==> src/rtl/seq_mult_pkg.sv <==
`default_nettype none
// ============================================================================
//  Module   : seq_mult_pkg
//  Purpose  : Shared state encodings and control-word layout for the
//             sequential shift-add multiplier controller.
//  Revision : 1.0  initial release
// ============================================================================
package seq_mult_pkg;

  // Controller state encodings (3-bit, legacy-compatible constants)
  localparam logic [2:0] S_IDLE  = 3'd0;
  localparam logic [2:0] S_LOAD  = 3'd1;
  localparam logic [2:0] S_ADD   = 3'd2;
  localparam logic [2:0] S_SHIFT = 3'd3;
  localparam logic [2:0] S_DONE  = 3'd4;

  // Control-word bit positions
  localparam int CW_LOAD  = 0;
  localparam int CW_ADD   = 1;  // add enable; final add_reg is gated by Q0
  localparam int CW_SHIFT = 2;
  localparam int CW_DEC   = 3;
  localparam int CW_READY = 4;
  localparam int CW_BUSY  = 5;
  localparam int CW_DONE  = 6;
  localparam int CW_W     = 7;

  typedef logic [CW_W-1:0] ctrl_word_t;

  // Moore decode: every control bit is a pure function of the state register
  function automatic ctrl_word_t state_ctrl(input logic [2:0] st);
    ctrl_word_t cw;
    cw = '0;
    case (st)
      S_IDLE:  cw[CW_READY] = 1'b1;
      S_LOAD: begin
        cw[CW_LOAD] = 1'b1;
        cw[CW_BUSY] = 1'b1;
      end
      S_ADD: begin
        cw[CW_ADD]  = 1'b1;
        cw[CW_DEC]  = 1'b1;
        cw[CW_BUSY] = 1'b1;
      end
      S_SHIFT: begin
        cw[CW_SHIFT] = 1'b1;
        cw[CW_BUSY]  = 1'b1;
      end
      S_DONE:  cw[CW_DONE] = 1'b1;
      default: cw = '0;
    endcase
    return cw;
  endfunction

endpackage
`default_nettype wire

==> src/rtl/seq_mult_controller.sv <==
`default_nettype none
// ============================================================================
//  Module   : seq_mult_controller
//  Purpose  : Control FSM for the sequential shift-add multiplier. Sequences
//             load/add/shift/decrement strobes for the data path, provides a
//             ready/busy/done handshake and a sticky iteration watchdog flag.
//  Revision : 1.0  initial release
// ============================================================================
module seq_mult_controller
  import seq_mult_pkg::*;
#(
  parameter int BITS = 5   // operand width; also the iteration count
) (
  input  logic clk,
  input  logic rst_n,
  input  logic start,
  input  logic abort,
  input  logic Q0,
  input  logic zero,
  output logic load_reg,
  output logic add_reg,
  output logic shift_reg,
  output logic dec_p,
  output logic ready,
  output logic busy,
  output logic done,
  output logic err
);

  localparam int                ITER_W    = $clog2(BITS + 1);
  localparam logic [ITER_W-1:0] ITER_LAST = ITER_W'(BITS - 1);

  logic [2:0]        state;
  logic [2:0]        state_next;
  logic [ITER_W-1:0] iter;
  logic              err_q;
  logic              watchdog_trip;
  ctrl_word_t        cw;

  // The last permitted SHIFT has been reached without the data path's P hitting zero
  assign watchdog_trip = (iter == ITER_LAST);

  // Next-state selection; abort overrides every other transition
  always_comb begin
    state_next = state;
    if (abort) begin
      state_next = S_IDLE;
    end else begin
      case (state)
        S_IDLE:  if (start) state_next = S_LOAD;
        S_LOAD:  state_next = S_ADD;
        S_ADD:   state_next = S_SHIFT;
        S_SHIFT: begin
          if (zero)               state_next = S_DONE;
          else if (watchdog_trip) state_next = S_IDLE;
          else                    state_next = S_ADD;
        end
        S_DONE:  state_next = S_IDLE;
        default: state_next = S_IDLE;
      endcase
    end
  end

  // State register
  always_ff @(posedge clk or negedge rst_n) begin
    if (!rst_n) state <= S_IDLE;
    else        state <= state_next;
  end

  // Iteration counter: cleared on load, counts completed shifts; the watchdog
  // returns to IDLE before it can pass BITS, so it never wraps
  always_ff @(posedge clk or negedge rst_n) begin
    if (!rst_n) begin
      iter <= '0;
    end else if (!abort) begin
      if (state == S_LOAD)       iter <= '0;
      else if (state == S_SHIFT) iter <= iter + 1'b1;
    end
  end

  // Sticky watchdog error: set on a runaway iteration, cleared by an accepted start
  always_ff @(posedge clk or negedge rst_n) begin
    if (!rst_n) begin
      err_q <= 1'b0;
    end else if (!abort) begin
      if (state == S_IDLE && start)
        err_q <= 1'b0;
      else if (state == S_SHIFT && !zero && watchdog_trip)
        err_q <= 1'b1;
    end
  end

  assign cw = state_ctrl(state);

  // Q0 comes straight from the data path's Q register, so gating the add
  // enable with it stays glitch-free within the cycle
  assign load_reg  = cw[CW_LOAD];
  assign add_reg   = cw[CW_ADD] & Q0;
  assign shift_reg = cw[CW_SHIFT];
  assign dec_p     = cw[CW_DEC];
  assign ready     = cw[CW_READY];
  assign busy      = cw[CW_BUSY];
  assign done      = cw[CW_DONE];
  assign err       = err_q;

endmodule
`default_nettype wire
==> config.mk <==
export PLATFORM = sky130hd
export DESIGN_NAME = seq_mult_controller
export DESIGN_NICKNAME = d
export VERILOG_FILES = /design/src/rtl/seq_mult_pkg.sv /design/src/rtl/seq_mult_controller.sv
export SDC_FILE = /design/constraint.sdc
export NUM_CORES = 1
export LEC_CHECK = 0
export BUFFER_PORTS_ARGS = -buffer_cell sky130_fd_sc_hd__buf_2
export CAP_MARGIN = 25
export CORE_AREA = 2 2 39 41
export CTS_CLUSTER_DIAMETER = 80
export CTS_CLUSTER_SIZE = 12
export DETAILED_ROUTE_END_ITERATION = 12
export DIE_AREA = 0 0 41 43
export GPL_TIMING_DRIVEN = 0
export PLACE_DENSITY = 0.57
export SYNTH_ARGS = -nofsm -noshare
export SYNTH_HDL_FRONTEND = slang
export SYNTH_SLANG_ARGS = --single-unit
export TNS_END_PERCENT = 5
==> constraint.sdc <==
create_clock -name clk -period 3.6 [get_ports clk]
set_input_delay 0.18 -clock clk [delete_from_list [all_inputs] [get_ports clk]]
set_output_delay 0.18 -clock clk [all_outputs]
set_load 0.02 [all_outputs]
==> impl_summary.log, run 1 <==
[metrics] cells after synthesis: 42
[metrics] most frequent cells in the layout: sky130_fd_sc_hd__buf_2, sky130_fd_sc_hd__dfrtp_1, sky130_fd_sc_hd__nor2_1, sky130_fd_sc_hd__nand2_1
[metrics] area of combinational cells with multiple inputs: 208 µm²
[metrics] critical path class: flop to primary output
[metrics] class of the worst hold path: input pin to flop
[metrics] Cell variety after synth: 22
[metrics] area of the die: 1760 µm²
[metrics] global route total overflow: 0
[metrics] outcome: finished clean
[metrics] H-tree levels: 1
[metrics] cells traversed along the worst timing path: buf_2 > nor2_1 > and2_1 > buf_2
[metrics] Mapped Nets: 50
[metrics] fraction of final layout cells with drive strength greater than 1: approximately a third
[metrics] largest incremental delay on the critical path: 390 ps
[metrics] final hold viol count: 0
[metrics] Worst Path Arrival: 1310 ps
[metrics] initial antenna violation count: 0
[metrics] fraction of registers with async set or reset after synthesis: 100%
[metrics] routed length per instance: 11.6 µm
[metrics] clock-pin slew of the registers on the worst-case setup and hold paths: 60 ps
[metrics] P&R area growth vs syn: 30.1%
[metrics] detailed-router iteration count before antenna repair: 4
[metrics] sequential element share of the synthesized area: 43.5%
[metrics] ports placed on the boundary: 14
[metrics] synthesized cell area: between 400 and 500 µm²
[metrics] via count: 373
[metrics] wire length of the first global-routing pass: about 1.4 mm
[metrics] routability cong.: roughly 0.64
[metrics] skew final: roughly 1.4 ps
[metrics] root buffer cell: sky130_fd_sc_hd__clkbuf_4
[metrics] number of warnings issued by yosys: 0
[metrics] main flop type after synthesis: sky130_fd_sc_hd__dfrtp_1
[metrics] peak clock frequency supported by timing: 670 MHz
[metrics] storage element area: 175 µm²
[metrics] number of global-route vias before repair: approximately 320
[metrics] antenna diode instance count: 0
[metrics] Via-to-Cell Ratio: 4.91
[metrics] highest net fanout along the worst path: 10
[metrics] largest net degree at the start of global routing: 11
[metrics] startpoint type of the worst setup path: flop
[metrics] placeable core region: 1380 µm²
[metrics] Synth Area per Inst: 9.59 µm²
[metrics] dpl hpwl: approximately 650 µm
[metrics] cts bufs inserted: 3
[metrics] Tightest Pin Transition: 246 ps
[metrics] standby leakage power: 0.263 nW
[metrics] Power, Total: 0.000237 W
[metrics] most frequent standard cell in the layout excluding fill and tap cells: sky130_fd_sc_hd__buf_2
[metrics] horizontal die dimension: 41 µm
[metrics] minimum hold slack: 165 ps
[metrics] Final Critical Period: 1490 ps
[metrics] total number of nets in the final design: 69
[metrics] Critical Path RT: 3420 ps
[metrics] Total Routing Usage GR: 11.8%
[metrics] post-synthesis sequential element count: 7
[metrics] summed negative setup slack over all endpoints: 0 ps
[metrics] total clock sinks: 7
[metrics] drc violations: 0
[metrics] Peak supply drop: 0.123 mV
[metrics] IO Port Bufs: 13
[metrics] Initial Utilization: around 29%
[metrics] post-detailed-route count of antenna-violating nets: 0
[metrics] core utilization of the finished layout: 37.9%
[metrics] Power per Cell Area: 451 nW/µm²
[metrics] Top cell by count, worst path: sky130_fd_sc_hd__buf_2
[metrics] Final Cycle Share: approximately two fifths
[metrics] number of filler cells placed in the layout: about 140
[metrics] flop-to-flop setup slack: 2380 ps
[metrics] clk_lat worst skew: around 260 ps
[metrics] setup violation total in the final timing report: 0
[metrics] EDFF count, synth: 0
[metrics] FP Rows: 14
[metrics] Die H: between 40 and 50 µm
[metrics] dpl cells: 71
[metrics] Max-Slew Margin vs Limit: 83.5%
[metrics] cell with the largest stage delay on the worst path: sky130_fd_sc_hd__dfrtp_1
[metrics] First DRT Iteration DRCs: 6
[metrics] max-capacitance violation count: 0
[metrics] number of buffers on the longest clock path: 2
[metrics] combined buffer and inverter count along the critical path: 2
[metrics] unrepaired setup endpoints after global routing: false
[metrics] final slew viol count: 0
[metrics] count of buffers added by post-CTS timing repair for setup: 0
[metrics] CTS tree: yes
[metrics] number of standard cells in the layout, taps in and fillers out: 76
[metrics] Routed WL: around 900 µm
[metrics] CP endpoint kind: primary output
[metrics] Top delay family on crit path: flip-flops
## worst paths after layout
kind                                       from  cells past startpoint              endpoint
max                        state[1]$_DFFE_PN0P_                      4                  done
min                                       abort                      2  state[0]$_DFFE_PN0P_
max reg2reg                state[2]$_DFFE_PN0P_                      4   iter[0]$_DFFE_PN0P_
min reg2reg                     err$_DFFE_PN0P_                      1       err$_DFFE_PN0P_
max in group asynchronous                 rst_n                      2   iter[1]$_DFFE_PN0P_
min in group asynchronous                 rst_n                      2  state[2]$_DFFE_PN0P_
## through the flow
stage / setup slack (ps) / area [µm²]
global route: 2020 / 524
global placement: 2400 / 488
detailed placement: 2370 / 488
CTS: 2090 / 524
finish: 2110 / 524
floorplan: 2010 / 403
## cell type report
type	count	share of cell area, %
buffer	2	2.39
clock buffer	4	5.01
inverter	2	1.43
multi-input combinational	31	39.6
sequential	7	33.4
tap	16	3.82
timing repair buffer	14	14.3
## power by group
| group | internal, W | switching, W | leakage, nW | total (W) |
|---|---|---|---|---|
| Clock | 0.0000426 | 0.0000329 | 0.0150 | 0.0000755 |
| Combinational | 0.0000250 | 0.0000326 | 0.155 | 0.0000576 |
| Sequential | 0.0000903 | 0.0000132 | 0.0933 | 0.000104 |
## per-layer routing
metal	wire [µm]	part of all wire [%]	vias to the layer above	GRT usage, %
met1	407	46	169	16.8
li1	-	-	184	-
met4	28	3.2	0	10.0
met3	35	4.0	6	1.57
met5	0	0	-	0
met2	410	47	14	15.0
## state kept, by name (all words and copies together), names as in the netlist
name / flops
state: 3
err: 1
iter: 3
## synth_stat cells, drive strengths merged, types with 2 or more instances
| cell | number | area [µm²] |
|---|---|---|
| nor2 | 4 | 15.0 |
| inv | 2 | 7.51 |
| nor3b | 3 | 33.8 |
| ha | 2 | 25.0 |
| o21ai | 2 | 10.0 |
| buf | 2 | 12.5 |
| nor4 | 2 | 12.5 |
| dfrtp | 7 | 175 |
| nand3b | 3 | 22.5 |
| and2 | 2 | 12.5 |
| nand3 | 2 | 10.0 |
| nand2 | 4 | 15.0 |
## kinds of logic (layout without fill, tap and decap cells)
| logic type | Yosys count | in the layout | share of synthesized area (%) |
|---|---|---|---|
| buffers and inverters | 4 | 22 | 4.97 |
| adder cells (fa/ha/maj) | 2 | 2 | 6.21 |
| AO/OA/AOI/OAI | 4 | 4 | 5.90 |
| AND/OR/NAND/NOR | 25 | 25 | 39.4 |
| flip-flops | 7 | 7 | 43.5 |
## repair_timing
item                                   in CTS  in global routing
endpoints found under the hold margin       7                  0
gates resized for setup                     0                  0
hold buffers                                1                  0
## worst reg2reg max path, cell delays in order, from the launching register on
cell                      delay, ps
sky130_fd_sc_hd__dfrtp_1        360
sky130_fd_sc_hd__buf_4          170
sky130_fd_sc_hd__or3b_1         420
sky130_fd_sc_hd__nand2_1         90
sky130_fd_sc_hd__o21ai_1         60
(Power assumes the default switching activity.)
==> run 2, diff against run 1 <==
--- a/config.mk
+++ b/config.mk
@@ -13,7 +13,7 @@
 export DETAILED_ROUTE_END_ITERATION = 12
 export DIE_AREA = 0 0 41 43
 export GPL_TIMING_DRIVEN = 0
-export PLACE_DENSITY = 0.57
+export PLACE_DENSITY = 0.59
 export SYNTH_ARGS = -nofsm -noshare
 export SYNTH_HDL_FRONTEND = slang
 export SYNTH_SLANG_ARGS = --single-unit
==> constraint.sdc (replaced) <==
create_clock -name clk -period 1.2 [get_ports clk]
set_input_delay 0.06 -clock clk [delete_from_list [all_inputs] [get_ports clk]]
set_output_delay 0.06 -clock clk [all_outputs]
set_load 0.02 [all_outputs]
==> run 2 against run 1 <==
The run now ends with setup timing left. First-iteration DRC count shrank 50%. Sequential power grew to 3.0 times the previous value. Worst hold slack lost 89 ps. Core utilization grew 7.3 points. Critical path type unchanged. Critical endpoint is now load_reg.
==> impl_summary.log, run 2 (synthesis results as in run 1) <==
[metrics] total number of nets in the final design: 72
[metrics] H-tree levels: 1
[metrics] cts bufs inserted: 3
[metrics] unrepaired setup endpoints after global routing: true
[metrics] Total Routing Usage GR: 11.8%
[metrics] First DRT Iteration DRCs: 3
[metrics] root buffer cell: sky130_fd_sc_hd__clkbuf_4
[metrics] Top delay family on crit path: flip-flops
[metrics] standby leakage power: 0.298 nW
[metrics] Final Critical Period: between 1000 and 1500 ps
[metrics] largest net degree at the start of global routing: 11
[metrics] fraction of final layout cells with drive strength greater than 1: 44.4%
[metrics] hold path startpoint: abort
[metrics] Power, Total: 0.000738 W
[metrics] setup violation total in the final timing report: 8
[metrics] wire length of the first global-routing pass: 1.39 mm
[metrics] number of standard cells in the layout, taps in and fillers out: 79
[metrics] violated checks: setup timing
[metrics] dpl cells: 71
[metrics] IO Port Bufs: 13
[metrics] peak clock frequency supported by timing: 791 MHz
[metrics] Tightest Pin Transition: 265 ps
[metrics] critical path class: flop to primary output
[metrics] CP endpoint kind: primary output
[metrics] area of the die: between 1500 and 2000 µm²
[metrics] CTS tree: yes
[metrics] routability cong.: 0.709
[metrics] Worst Path Arrival: 1200 ps
[metrics] clk_lat worst skew: ~250 ps
[metrics] P&R area growth vs syn: 55.3%
[metrics] routed length per instance: 11.7 µm
[metrics] post-detailed-route count of antenna-violating nets: 0
[metrics] Critical Path RT: 1140 ps
[metrics] clock-pin slew of the registers on the worst-case setup and hold paths: 50 ps
[metrics] beginning of the worst register-to-register path: state[0]$_DFFE_PN0P_
[metrics] placeable core region: 1380 µm²
[metrics] global route total overflow: 0
[metrics] drc violations: 0
[metrics] cells traversed along the worst timing path: buf_6 > nor3b_2 > buf_4
[metrics] dpl hpwl: 614 µm
[metrics] summed negative setup slack over all endpoints: -310 ps
[metrics] highest net fanout along the worst path: 10
[metrics] Via-to-Cell Ratio: 4.76
[metrics] Critical Path Start: state[1]$_DFFE_PN0P_
[metrics] initial antenna violation count: 0
[metrics] Max-Slew Margin vs Limit: 82.1%
[metrics] number of global-route vias before repair: between 300 and 400
[metrics] horizontal die dimension: between 40 and 50 µm
[metrics] most frequent cells in the layout: sky130_fd_sc_hd__buf_2, sky130_fd_sc_hd__buf_6, sky130_fd_sc_hd__dfrtp_1, sky130_fd_sc_hd__buf_4, sky130_fd_sc_hd__nand2_1
[metrics] number of buffers on the longest clock path: 2
[metrics] class of the worst hold path: input pin to flop
[metrics] skew final: about 3.4 ps
[metrics] startpoint type of the worst setup path: flop
[metrics] final hold viol count: 0
[metrics] outcome: complete, but fails checks
[metrics] total clock sinks: 7
[metrics] Final Cycle Share: 105%
[metrics] PnR worst setup slack: -64.6 ps
[metrics] combined buffer and inverter count along the critical path: 2
[metrics] Routed WL: 922 µm
[metrics] Power per Cell Area: 1180 nW/µm²
[metrics] ports placed on the boundary: 14
[metrics] max-capacitance violation count: 0
[metrics] Initial Utilization: 29.1%
[metrics] via count: 376
[metrics] detailed-router iteration count before antenna repair: 4
[metrics] final slew viol count: 0
[metrics] Peak supply drop: 0.577 mV
[metrics] antenna diode instance count: 0
[metrics] largest incremental delay on the critical path: 430 ps
[metrics] cell with the largest stage delay on the worst path: sky130_fd_sc_hd__dfrtp_1
[metrics] FP Rows: 14
[metrics] most frequent standard cell in the layout excluding fill and tap cells: sky130_fd_sc_hd__buf_2
[metrics] Die H: 43 µm
[run 2: cell types whose count changed in the layout (fill, tap and decap cells not counted), sizes merged]
| cell | change |
|---|---|
| buf | +3 |
[run 2: path summary, 6_finish.rpt]
| check | to | cells past startpoint | slack, ps |
|---|---|---|---|
| min reg2reg | err$_DFFE_PN0P_ | 1 | 490 |
| max | load_reg | 3 | -60 |
| min | state[1]$_DFFE_PN0P_ | 2 | 80 |
| max in group asynchronous | state[0]$_DFFE_PN0P_ | 2 | 860 |
| max reg2reg | iter[2]$_DFFE_PN0P_ | 4 | -30 |
| min in group asynchronous | iter[2]$_DFFE_PN0P_ | 2 | 170 |
[run 2: through the flow]
stage	hold slack [ps]	cell area, µm²	util (%)	worst slack, ps
after floorplan	-236	419	-	-36.9
after global placement	-99.5	504	36.4	-1.05
after detailed placement	-98.4	504	36.4	-4.69
after CTS	48.7	586	42.3	-78.6
after global routing	69.4	626	45.2	-128
final	75.9	626	45.2	-64.6
[run 2: cell type report]
cell class	instances	area [µm²]
Buffer	2	22.5
Sequential cell	7	176
Tap cell	16	20.0
Timing Repair Buffer	17	128
Inverter	2	7.51
Clock buffer	4	26.3
Multi-Input combinational cell	31	245
Fill cell	137	758
[run 2: report_power, final]
group / total [W] / internal [W] / leakage (nW) / switching (W)
logic: 0.000220 / 0.000111 / 0.191 / 0.000109
registers: 0.000314 / 0.000272 / 0.0919 / 0.0000419
clock network: 0.000204 / 0.000126 / 0.0150 / 0.0000780
total: 0.000738 / 0.000509 / 0.298 / 0.000229
[run 2: routing by layer]
layer	track usage (%)	part of all wire, %
met1	14.8	45
met2	15.6	49
met3	7.85	5.5
met4	4.67	0
met5	0	0
[run 2: timing repair]
item	4_1_cts	5_1_grt
hold buffers	1	0
buffers inserted	2	1
pin swaps	4	1
endpoints found under the hold margin	7	0
cloned	0	0
gates resized for setup	10	9
endpoints found under the setup margin	8	12
